[config.mk]
export PLATFORM = sky130hd
export DESIGN_NAME = dmem_bridge
export DESIGN_NICKNAME = d
export VERILOG_FILES = /design/src/rtl/dmem_bridge_pkg.sv /design/src/rtl/dmem_lane_align.sv /design/src/rtl/dmem_bridge.sv
export SDC_FILE = /design/constraint.sdc
export NUM_CORES = 1
export LEC_CHECK = 0
export ABC_AREA = 1
export CORE_AREA = 8 8 279 214
export DETAILED_ROUTE_END_ITERATION = 10
export DIE_AREA = 0 0 287 222
export PLACE_DENSITY_LB_ADDON = 0.15
export REMOVE_ABC_BUFFERS = 1
export SLEW_MARGIN = 20
export SYNTH_ARGS = -nofsm -noshare
export SYNTH_HDL_FRONTEND = slang
export SYNTH_SLANG_ARGS = --single-unit
[constraint.sdc]
create_clock -name clk -period 13.6 [get_ports clk]
set_input_delay 2.72 -clock clk [delete_from_list [all_inputs] [get_ports clk]]
set_output_delay 2.72 -clock clk [all_outputs]
set_load 0.03 [all_outputs]
[src/rtl/dmem_bridge_pkg.sv]
// Shared types for the LSU-to-bus data memory bridge.
package dmem_bridge_pkg;

  localparam int unsigned BUS_WIDTH = 64;
  localparam int unsigned BUS_BYTES = BUS_WIDTH / 8;

  typedef enum logic [2:0] {
    IDLE,
    REQ_LO,
    WAIT_LO,
    REQ_HI,
    WAIT_HI,
    RESP
  } dmem_bridge_state_t;

endpackage

[src/rtl/dmem_lane_align.sv]
// Byte-lane alignment: splits an unaligned store into lo/hi beats and
// realigns a (possibly two-beat) load back to the request address.
module dmem_lane_align
  import dmem_bridge_pkg::*;
#(
  parameter int unsigned WIDTH = 64
) (
  input  logic [2:0]           off,
  input  logic [3:0]           nbytes,
  input  logic [WIDTH-1:0]     wr_data,
  input  logic [WIDTH-1:0]     rd_lo,
  input  logic [WIDTH-1:0]     rd_hi,
  output logic                 split_c,
  output logic [BUS_BYTES-1:0] lo_strb_c,
  output logic [BUS_BYTES-1:0] hi_strb_c,
  output logic [WIDTH-1:0]     lo_wdata_c,
  output logic [WIDTH-1:0]     hi_wdata_c,
  output logic [WIDTH-1:0]     rd_data_c
);

  localparam int unsigned MW = 2 * BUS_BYTES;

  logic [MW-1:0]      mask;
  logic [MW-1:0]      mask_sh;
  logic [2*WIDTH-1:0] wr_sh;
  logic [5:0]         bit_off;

  // Shifting into a double-width word yields both beats at once.
  always_comb begin
    bit_off    = {off, 3'b000};
    mask       = (MW'(1) << nbytes) - MW'(1);
    mask_sh    = mask << off;
    wr_sh      = {WIDTH'(0), wr_data} << bit_off;
    split_c    = (5'(off) + 5'(nbytes)) > 5'(BUS_BYTES);
    lo_strb_c  = mask_sh[BUS_BYTES-1:0];
    hi_strb_c  = mask_sh[MW-1:BUS_BYTES];
    lo_wdata_c = wr_sh[WIDTH-1:0];
    hi_wdata_c = wr_sh[2*WIDTH-1:WIDTH];
    rd_data_c  = WIDTH'({rd_hi, rd_lo} >> bit_off);
  end

endmodule

[src/rtl/dmem_bridge.sv]
// Bridges single-cycle LSU load/store strobes onto an 8-byte-aligned
// valid/ready bus, splitting accesses that cross a bus word into two beats.
module dmem_bridge
  import dmem_bridge_pkg::*;
#(
  parameter int unsigned DATA_WIDTH  = 64,
  parameter int unsigned FETCH_WIDTH = 64
) (
  input  logic                   clk,
  input  logic                   rst,
  input  logic                   dmem_rd_en_i,
  input  logic                   dmem_wr_en_i,
  input  logic [DATA_WIDTH-1:0]  dmem_addr_i,
  input  logic [2:0]             dmem_wr_size_i,
  input  logic [FETCH_WIDTH-1:0] dmem_wr_data_i,
  output logic                   dmem_busy_o,
  output logic                   dmem_rdy_o,
  output logic [FETCH_WIDTH-1:0] dmem_rd_data_o,
  output logic                   bus_req_valid_o,
  input  logic                   bus_req_ready_i,
  output logic                   bus_req_we_o,
  output logic [DATA_WIDTH-1:0]  bus_req_addr_o,
  output logic [BUS_BYTES-1:0]   bus_req_strb_o,
  output logic [FETCH_WIDTH-1:0] bus_req_wdata_o,
  input  logic                   bus_resp_valid_i,
  input  logic [FETCH_WIDTH-1:0] bus_resp_rdata_i
);

  dmem_bridge_state_t state, state_next;

  logic [2:0]             off_q;
  logic [3:0]             nbytes_q;
  logic                   we_q;
  logic [FETCH_WIDTH-1:0] wdata_q;
  logic [DATA_WIDTH-1:0]  addr_lo_q;
  logic [FETCH_WIDTH-1:0] rd_lo_q;

  logic                   idle, accept, in_we;
  logic [3:0]             in_nbytes;
  logic [2:0]             sel_off;
  logic [3:0]             sel_nbytes;
  logic [FETCH_WIDTH-1:0] sel_wdata, sel_rd_lo, sel_rd_hi;

  logic                   split;
  logic [BUS_BYTES-1:0]   lo_strb, hi_strb;
  logic [FETCH_WIDTH-1:0] lo_wdata, hi_wdata, rd_align;

  logic                   busy_n, rdy_n, valid_n, we_n;
  logic [DATA_WIDTH-1:0]  addr_n;
  logic [BUS_BYTES-1:0]   strb_n;
  logic [FETCH_WIDTH-1:0] wdata_n, rd_data_n;

  // Lane logic sees the live request while idle, the captured one otherwise.
  always_comb begin
    idle       = (state == IDLE);
    accept     = idle && (dmem_rd_en_i || dmem_wr_en_i);
    in_we      = dmem_wr_en_i;
    in_nbytes  = !in_we ? 4'd8 :
                 (dmem_wr_size_i >= 3'd3) ? 4'd8 : 4'(4'd1 << dmem_wr_size_i[1:0]);
    sel_off    = idle ? dmem_addr_i[2:0] : off_q;
    sel_nbytes = idle ? in_nbytes : nbytes_q;
    sel_wdata  = idle ? dmem_wr_data_i : wdata_q;
    sel_rd_lo  = (state == WAIT_LO) ? bus_resp_rdata_i : rd_lo_q;
    sel_rd_hi  = (state == WAIT_HI) ? bus_resp_rdata_i : '0;
  end

  dmem_lane_align #(.WIDTH(FETCH_WIDTH)) u_align (
    .off        (sel_off),
    .nbytes     (sel_nbytes),
    .wr_data    (sel_wdata),
    .rd_lo      (sel_rd_lo),
    .rd_hi      (sel_rd_hi),
    .split_c    (split),
    .lo_strb_c  (lo_strb),
    .hi_strb_c  (hi_strb),
    .lo_wdata_c (lo_wdata),
    .hi_wdata_c (hi_wdata),
    .rd_data_c  (rd_align)
  );

  // Next state and next registered outputs.
  always_comb begin
    state_next = state;
    we_n       = bus_req_we_o;
    addr_n     = bus_req_addr_o;
    strb_n     = bus_req_strb_o;
    wdata_n    = bus_req_wdata_o;
    rd_data_n  = dmem_rd_data_o;

    case (state)
      IDLE:    if (accept) state_next = REQ_LO;
      REQ_LO:  if (bus_req_valid_o && bus_req_ready_i) state_next = WAIT_LO;
      WAIT_LO: if (bus_resp_valid_i) state_next = split ? REQ_HI : RESP;
      REQ_HI:  if (bus_req_valid_o && bus_req_ready_i) state_next = WAIT_HI;
      WAIT_HI: if (bus_resp_valid_i) state_next = RESP;
      RESP:    state_next = IDLE;
      default: state_next = IDLE;
    endcase

    if (accept) begin
      we_n    = in_we;
      addr_n  = {dmem_addr_i[DATA_WIDTH-1:3], 3'b000};
      strb_n  = in_we ? lo_strb : '1;
      wdata_n = in_we ? lo_wdata : '0;
    end else if (state == WAIT_LO && state_next == REQ_HI) begin
      addr_n  = addr_lo_q + DATA_WIDTH'(BUS_BYTES);
      strb_n  = we_q ? hi_strb : '1;
      wdata_n = we_q ? hi_wdata : '0;
    end

    if (state != RESP && state_next == RESP) rd_data_n = rd_align;

    busy_n  = (state_next != IDLE);
    rdy_n   = (state_next == RESP);
    valid_n = (state_next == REQ_LO) || (state_next == REQ_HI);
  end

  always_ff @(posedge clk or posedge rst) begin
    if (rst) state <= IDLE;
    else     state <= state_next;
  end

  // Captured request context and read low beat.
  always_ff @(posedge clk or posedge rst) begin
    if (rst) begin
      off_q     <= '0;
      nbytes_q  <= '0;
      we_q      <= 1'b0;
      wdata_q   <= '0;
      addr_lo_q <= '0;
      rd_lo_q   <= '0;
    end else begin
      if (accept) begin
        off_q     <= dmem_addr_i[2:0];
        nbytes_q  <= in_nbytes;
        we_q      <= in_we;
        wdata_q   <= dmem_wr_data_i;
        addr_lo_q <= {dmem_addr_i[DATA_WIDTH-1:3], 3'b000};
      end
      if (state == WAIT_LO && bus_resp_valid_i) rd_lo_q <= bus_resp_rdata_i;
    end
  end

  always_ff @(posedge clk or posedge rst) begin
    if (rst) begin
      dmem_busy_o     <= 1'b0;
      dmem_rdy_o      <= 1'b0;
      dmem_rd_data_o  <= '0;
      bus_req_valid_o <= 1'b0;
      bus_req_we_o    <= 1'b0;
      bus_req_addr_o  <= '0;
      bus_req_strb_o  <= '0;
      bus_req_wdata_o <= '0;
    end else begin
      dmem_busy_o     <= busy_n;
      dmem_rdy_o      <= rdy_n;
      dmem_rd_data_o  <= rd_data_n;
      bus_req_valid_o <= valid_n;
      bus_req_we_o    <= we_n;
      bus_req_addr_o  <= addr_n;
      bus_req_strb_o  <= strb_n;
      bus_req_wdata_o <= wdata_n;
    end
  end

  // The LSU must not strobe while a request is in flight; such strobes are dropped.
  a_no_strobe_when_busy: assert property (@(posedge clk) disable iff (rst)
    (state != IDLE) |-> !(dmem_rd_en_i || dmem_wr_en_i))
    else $error("dmem_bridge: LSU strobe while busy, dropped");

endmodule

# After elaboration in Yosys (flattened, before gate mapping)
# Cells that the tools add are included.
# W data, S select, Z words.
# word_totals
reg_bits,403
out_inout_bits,204
# classes
add_sub_neg,3
magnitude_cmp,2
eq_ne,8
shift,5
mux,24
n_reduce_logical,10
# op_table
operator,n
$mux W64,9
$shl A64 B6 Y128,1
$shr A128 B6 Y64,1
$add A64 B4 Y64 const B,1
$mux W8,4
$mux W3,7
$shl A1 B4 Y16 const A,1
$shl A16 B3 Y16,1
$sub A16 B2 Y16 const B,1
$pmux W3 S5,1
$mux W4,3
$eq A3 B2 Y1 const B,3
$eq A3 B1 Y1 const B,2
$eq A3 B3 Y1 const B,2
$add A3 B4 Y5,1
$gt A5 B4 Y1 const B,1
$logic_and A1 B1 Y1,5
$shl A1 B2 Y4 const A,1
$ge A3 B2 Y1 const B,1
$logic_not A3 Y1,1
$ne A3 B3 Y1 const B,1
$reduce_bool A3 Y1,1
$logic_or A1 B1 Y1,2
$reduce_bool A2 Y1,1

# Longest topological paths before layout
# logic_depth
ltp_word,13
ltp_mapped,26
depth_no_buf,20

# Hierarchy
# Synthesis repeated with hierarchy kept, for this count alone.
# unflattened
cells_unflattened,3946
area_unflattened_um2,26150.1
# by_module_without_submodules
mod,n_inst,cells_each,area_per_inst_um2,seq_area_each_um2
dmem_bridge,1,2703,20110.5,10009.6
dmem_lane_align,1,1243,6039.5,0.0

# Least setup slack after synthesis
# No wires, ideal clock.
# synth_timing
kind,input to register
startpoint,input dmem_addr_i[1]
endpoint,register dmem_rd_data_o[10]
setup_time_ns,0.118
t_arrival_ns,5.129
t_required_ns,13.482
path_slack_ns,8.353
stages,19
path_cell_list,inv_1 o21ai_4 inv_2 buf_2 buf_2 buf_2 fa_1 xor2_1 nand2_1 o211ai_2 nand2_1 o21ai_2 inv_2 nor2_8 inv_2 buf_6 buf_6 nand2_1 nand2_1
# synth_between
elab_chain_len,8
word_cells_on_any_way,9
cone_classes,1 x add/sub; 1 x order compare; 1 x eq/ne; 1 x shift; 4 x mux; 1 x reduce/logical
# synth_lines
item,line_no,text
from (decl),dmem_bridge.sv:13,"input logic [DATA_WIDTH-1:0] dmem_addr_i,"
$mux W3,dmem_bridge.sv:60,sel_off = idle ? dmem_addr_i[2:0] : off_q;
$add A3 B4 Y5,dmem_lane_align.sv:34,split_c = (5'(off) + 5'(nbytes)) > 5'(BUS_BYTES);
$gt A5 B4 Y1,dmem_lane_align.sv:34,
$mux W3 (2 in a row),dmem_bridge.sv:93,WAIT_LO: if (bus_resp_valid_i) state_next = split ? REQ_HI : RESP;
$pmux W3 S5,dmem_bridge.sv:90,case (state)
net state_next[2],dmem_bridge.sv:29,"dmem_bridge_state_t state, state_next;"
$eq A3 B3 Y1,dmem_bridge.sv:111,if (state != RESP && state_next == RESP) rd_data_n = rd_align;
$logic_and A1 B1 Y1,dmem_bridge.sv:111,
to (signal assigned),dmem_bridge.sv:157,dmem_rd_data_o <= rd_data_n;
to (decl),dmem_bridge.sv:18,"output logic [FETCH_WIDTH-1:0] dmem_rd_data_o,"
# The timed path passes the listed nets, and every way through them passes these cells.
# A chain may end at the register's enable or synchronous reset.

# Worst setup path in the final report
# layout_timing
startpoint,input dmem_addr_i[0]
endpoint,register bus_req_wdata_o[35]
# layout_between
elab_chain_len,9
word_cells_on_any_way,14
cone_classes,1 x add/sub; 1 x order compare; 1 x eq/ne; 1 x shift; 8 x mux; 2 x reduce/logical
# layout_lines
item,line_no,text
$mux W3 *,dmem_bridge.sv:60,
$add A3 B4 Y5,dmem_lane_align.sv:34,
$gt A5 B4 Y1,dmem_lane_align.sv:34,
$mux W3 (2 in a row),dmem_bridge.sv:93,
$pmux W3 S5,dmem_bridge.sv:90,
$eq A3 B2 Y1,dmem_bridge.sv:105,end else if (state == WAIT_LO && state_next == REQ_HI) begin
$logic_and A1 B1 Y1,dmem_bridge.sv:105,
$reduce_bool A2 Y1 (no source line),n/a,
to (signal assigned),dmem_bridge.sv:162,bus_req_wdata_o <= wdata_n;
to (decl),dmem_bridge.sv:24,"output logic [FETCH_WIDTH-1:0] bus_req_wdata_o,"
# Mark *: on every way between the ends. The rest lies on a longest branch, timed or not. The select of a mux whose other input is x is not followed.

==> results.sh <==
export IMPL_cellLeakagePower_nw=13.8
export IMPL_crit_path_start_kind="input pin"
export IMPL_worstPathMaxFanout=120
export IMPL_h_tree_depth=2
export IMPL_clock_root_buffer="clkbuf_16"
export IMPL_drive_gt1_share_pct=3.99
export IMPL_rsz0062_at_grt="no"
export IMPL_tns_ns=0
export IMPL_hold_end="dmem_rd_data_o[11]$_DFFE_PP0P_"
export IMPL_hp_class="flop to flop"
export IMPL_first_iter_violations=2572
export IMPL_synth_edf_count=0
export IMPL_gp_congestion=0.990
export IMPL_via_count=24800
export IMPL_post_synth_top_area_fraction_pct=40.8
export IMPL_layout_min_cycle_time_ns=6.78
export IMPL_ir_drop_uv=367
export IMPL_die_area_um2=63700
export IMPL_clock_latency_ns=0.58
export IMPL_grt_overflow=0
export IMPL_crit_slowest_cell="buf_4"
export IMPL_total_power_w=0.00900
export IMPL_async_flop_share_pct=100
export IMPL_wire_per_inst_um=18.4
export IMPL_final_hold_viol_count=0
export IMPL_path_clk_slew_ns=0.06
export IMPL_synth_main_ff_cell="dfrtp_1"
export IMPL_cp_top_family="buffers and inverters"
export IMPL_final_antenna_net_count=0
export IMPL_syn_to_final_growth_pct=22.9
export IMPL_ys_ff_latch=400
export IMPL_cts_resized=0
export IMPL_final_cell_mix="nand2_1, o21ai_0, clkdlybuf4s50_1"
export IMPL_final_common_cell="nand2_1"
export IMPL_outcome="completed"
export IMPL_die_h_um=222
export IMPL_drc=0
export IMPL_synthesis_area_um2=24500
export IMPL_grt_max_degree=127
export IMPL_grt_total_usage_pct=25.8
export IMPL_die_width_um=287
export IMPL_ys_warn_count=0
export IMPL_wl_mm=84.8
export IMPL_core_area_um2=55200
export IMPL_slew_violations=0
export IMPL_max_stage_delay_ns=0.84
export IMPL_io_pins=405
export IMPL_fmax_ghz=0.148
export IMPL_avgSynthCellArea_um2=6.79
export IMPL_numCtsBuffers=44
export IMPL_r2r_slack_ns=8.22
export IMPL_synth_area_top_cells="dfrtp_1, nand2_1, o21ai_0"
export IMPL_worstPathCellList="clkdlybuf4s50_1, inv_1, nand2_2, nand2_8, inv_4, ha_1, inv_1, fa_1, xor2_1, nand2_1, o211ai_2, nand2_1, nand4_1, nand2_4, inv_4, buf_4, o21ai_0"
export IMPL_antenna_found_initial=3
export IMPL_post_cts_buffers=0
export IMPL_r2r_cells=19
export IMPL_initial_core_util_pct=44.4
export IMPL_fin_util_pct=54.6
export IMPL_finalNetCount=4055
export IMPL_firstDrtPassIters=6
export IMPL_clkSinkCount=400
export IMPL_finalSetupViolations=0
export IMPL_grt_pass1_wl_mm=133
export IMPL_grt_pass1_vias=23200
export IMPL_hp_start="dmem_rd_data_o[11]$_DFFE_PP0P_"
export IMPL_r2r_end="bus_req_wdata_o[35]$_DFFE_PP0P_"
export IMPL_rows=75
export IMPL_endpoint_kind="flop"
export IMPL_finalClockSkew_ns=0.0183
export IMPL_io_buffers=401
export IMPL_holdWs_ns=0.468
export IMPL_worstPathRequired_ns=14.00
export IMPL_hpwl_mm=59.3
export IMPL_hold_path_depth=2
export IMPL_crit_buf_inv=6
export IMPL_worst_pin_slew_ns=1.10
export IMPL_period_share_pct=49.8
export IMPL_clk_path_buf_depth=3
export IMPL_tritoncts="done"
export IMPL_vias_per_cell=5.37
export IMPL_cts_hold_fix_buffers=0
export IMPL_drv_cap=0
export IMPL_yosysSeqAreaShare_pct=40.8
export IMPL_synth_distinct_cells=52
export IMPL_worstSetupPathType="input pin to flop"
export IMPL_powerDensity_nw_per_um2=299
export IMPL_regToRegStartpoint="state[2]$_DFF_PP0_"
export IMPL_synth_area_leader_cell="dfrtp_1"
export IMPL_syn_inst=3609
export IMPL_cp_arrival_ns=7.18
export IMPL_slew_headroom_pct=26.8
[report_power, final]
part / total [W] / switching [W] / internal, W
sequential: 0.00212 / 0.000381 / 0.00174
clock: 0.00125 / 0.000516 / 0.000733
combinational: 0.00563 / 0.00384 / 0.00179
[area by class of cell]
cell class / count / area (µm²)
Antenna cell: 1 / 2.50
Clock buffer: 64 / 1370
Clock inverter: 14 / 130
Sequential cell: 400 / 10000
Multi-Input combinational cell: 2692 / 12400
Fill cell: 5441 / 25000
Tap cell: 731 / 915
Timing Repair Buffer: 431 / 4260
Inverter: 279 / 1070
[cells by family (layout without fill, tap and decap cells)]
kind of cell / after synthesis / count (layout) / share of synthesized area (%)
compound gates: 857 / 857 / 19.0
buf+inv: 519 / 788 / 8.93
flops: 400 / 400 / 40.8
other cells: 1 / 4 / 0.0153
simple gates: 1761 / 1761 / 28.5
xor+xnor: 53 / 53 / 1.89
mux: 12 / 12 / 0.490
fa+ha+maj: 6 / 6 / 0.337
[worst min-delay path, stage by stage, from the launching register on]
cell	delay (ns)
dfrtp_1	0.34
nand2_1	0.05
nand2_1	0.04
[metal layers]
layer / part of all wire (%) / vias up / GRT usage, %
met1: 46 / 11500 / 37.1
met5: 0.026 / - / 0
met2: 44 / 921 / 39.3
met4: 2.3 / 4 / 6.47
met3: 8.1 / 124 / 5.25
li1: - / 12200 / -
[metrics by stage]
step | setup WS (ns) | area [µm²] | std cells
2_1_floorplan | -0.244 | 23400 | 3371
3_3_place_gp | 6.35 | 28600 | 4532
3_5_place_dp | 6.20 | 28600 | 4532
5_1_grt | 6.42 | 30100 | 4612
4_1_cts | 6.83 | 30100 | 4610
6_report | 6.82 | 30100 | 4612
[sequential cells by signal, indices dropped and copies added, names as in the netlist]
register / count
bus_req_wdata_o: 64
dmem_rd_data_o: 64
rd_lo_q: 64
wdata_q: 64
addr_lo_q: 61
bus_req_addr_o: 61
bus_req_strb_o: 8
nbytes_q: 4
off_q: 3
state: 3
bus_req_valid_o: 1
bus_req_we_o: 1
dmem_busy_o: 1
dmem_rdy_o: 1
[cells in the mapped netlist, types with 2 or more instances]
cell type,number
buf_2,98
inv_1,266
o21ai_0,528
inv_2,12
o21a_1,2
a211oi_1,2
nand4_1,22
o221ai_1,18
o22ai_1,27
dfrtp_1,400
o31ai_1,4
xnor2_1,7
nor2_1,251
buf_1,19
o311ai_0,3
nor3_1,28
buf_6,11
nor2_2,10
o21ai_1,99
a21boi_0,5
clkbuf_1,102
mux2i_1,12
or2_2,3
nor4_1,9
ha_1,5
nand2_2,10
nand3_1,127
a21oi_1,49
a31oi_1,74
o211ai_1,14
a22oi_1,23
nand2_1,1293
xor2_1,46
buf_4,10
o21ai_2,3
[worst max path at each step]
stage,slack (ns),endpoint,startpoint,cells past startpoint
after floorplan,-0.24,addr_lo_q[10]$_DFFE_PP0P_,rst,1
after global placement,6.35,bus_req_strb_o[2]$_DFFE_PP0P_,dmem_addr_i[0],19
after detailed placement,6.20,bus_req_wdata_o[38]$_DFFE_PP0P_,dmem_addr_i[0],17
after CTS,6.83,bus_req_wdata_o[35]$_DFFE_PP0P_,dmem_addr_i[0],17
after global routing,6.42,bus_req_wdata_o[38]$_DFFE_PP0P_,dmem_addr_i[0],17
final,6.82,bus_req_wdata_o[35]$_DFFE_PP0P_,dmem_addr_i[0],17
Power figures use the tool's default switching activity.
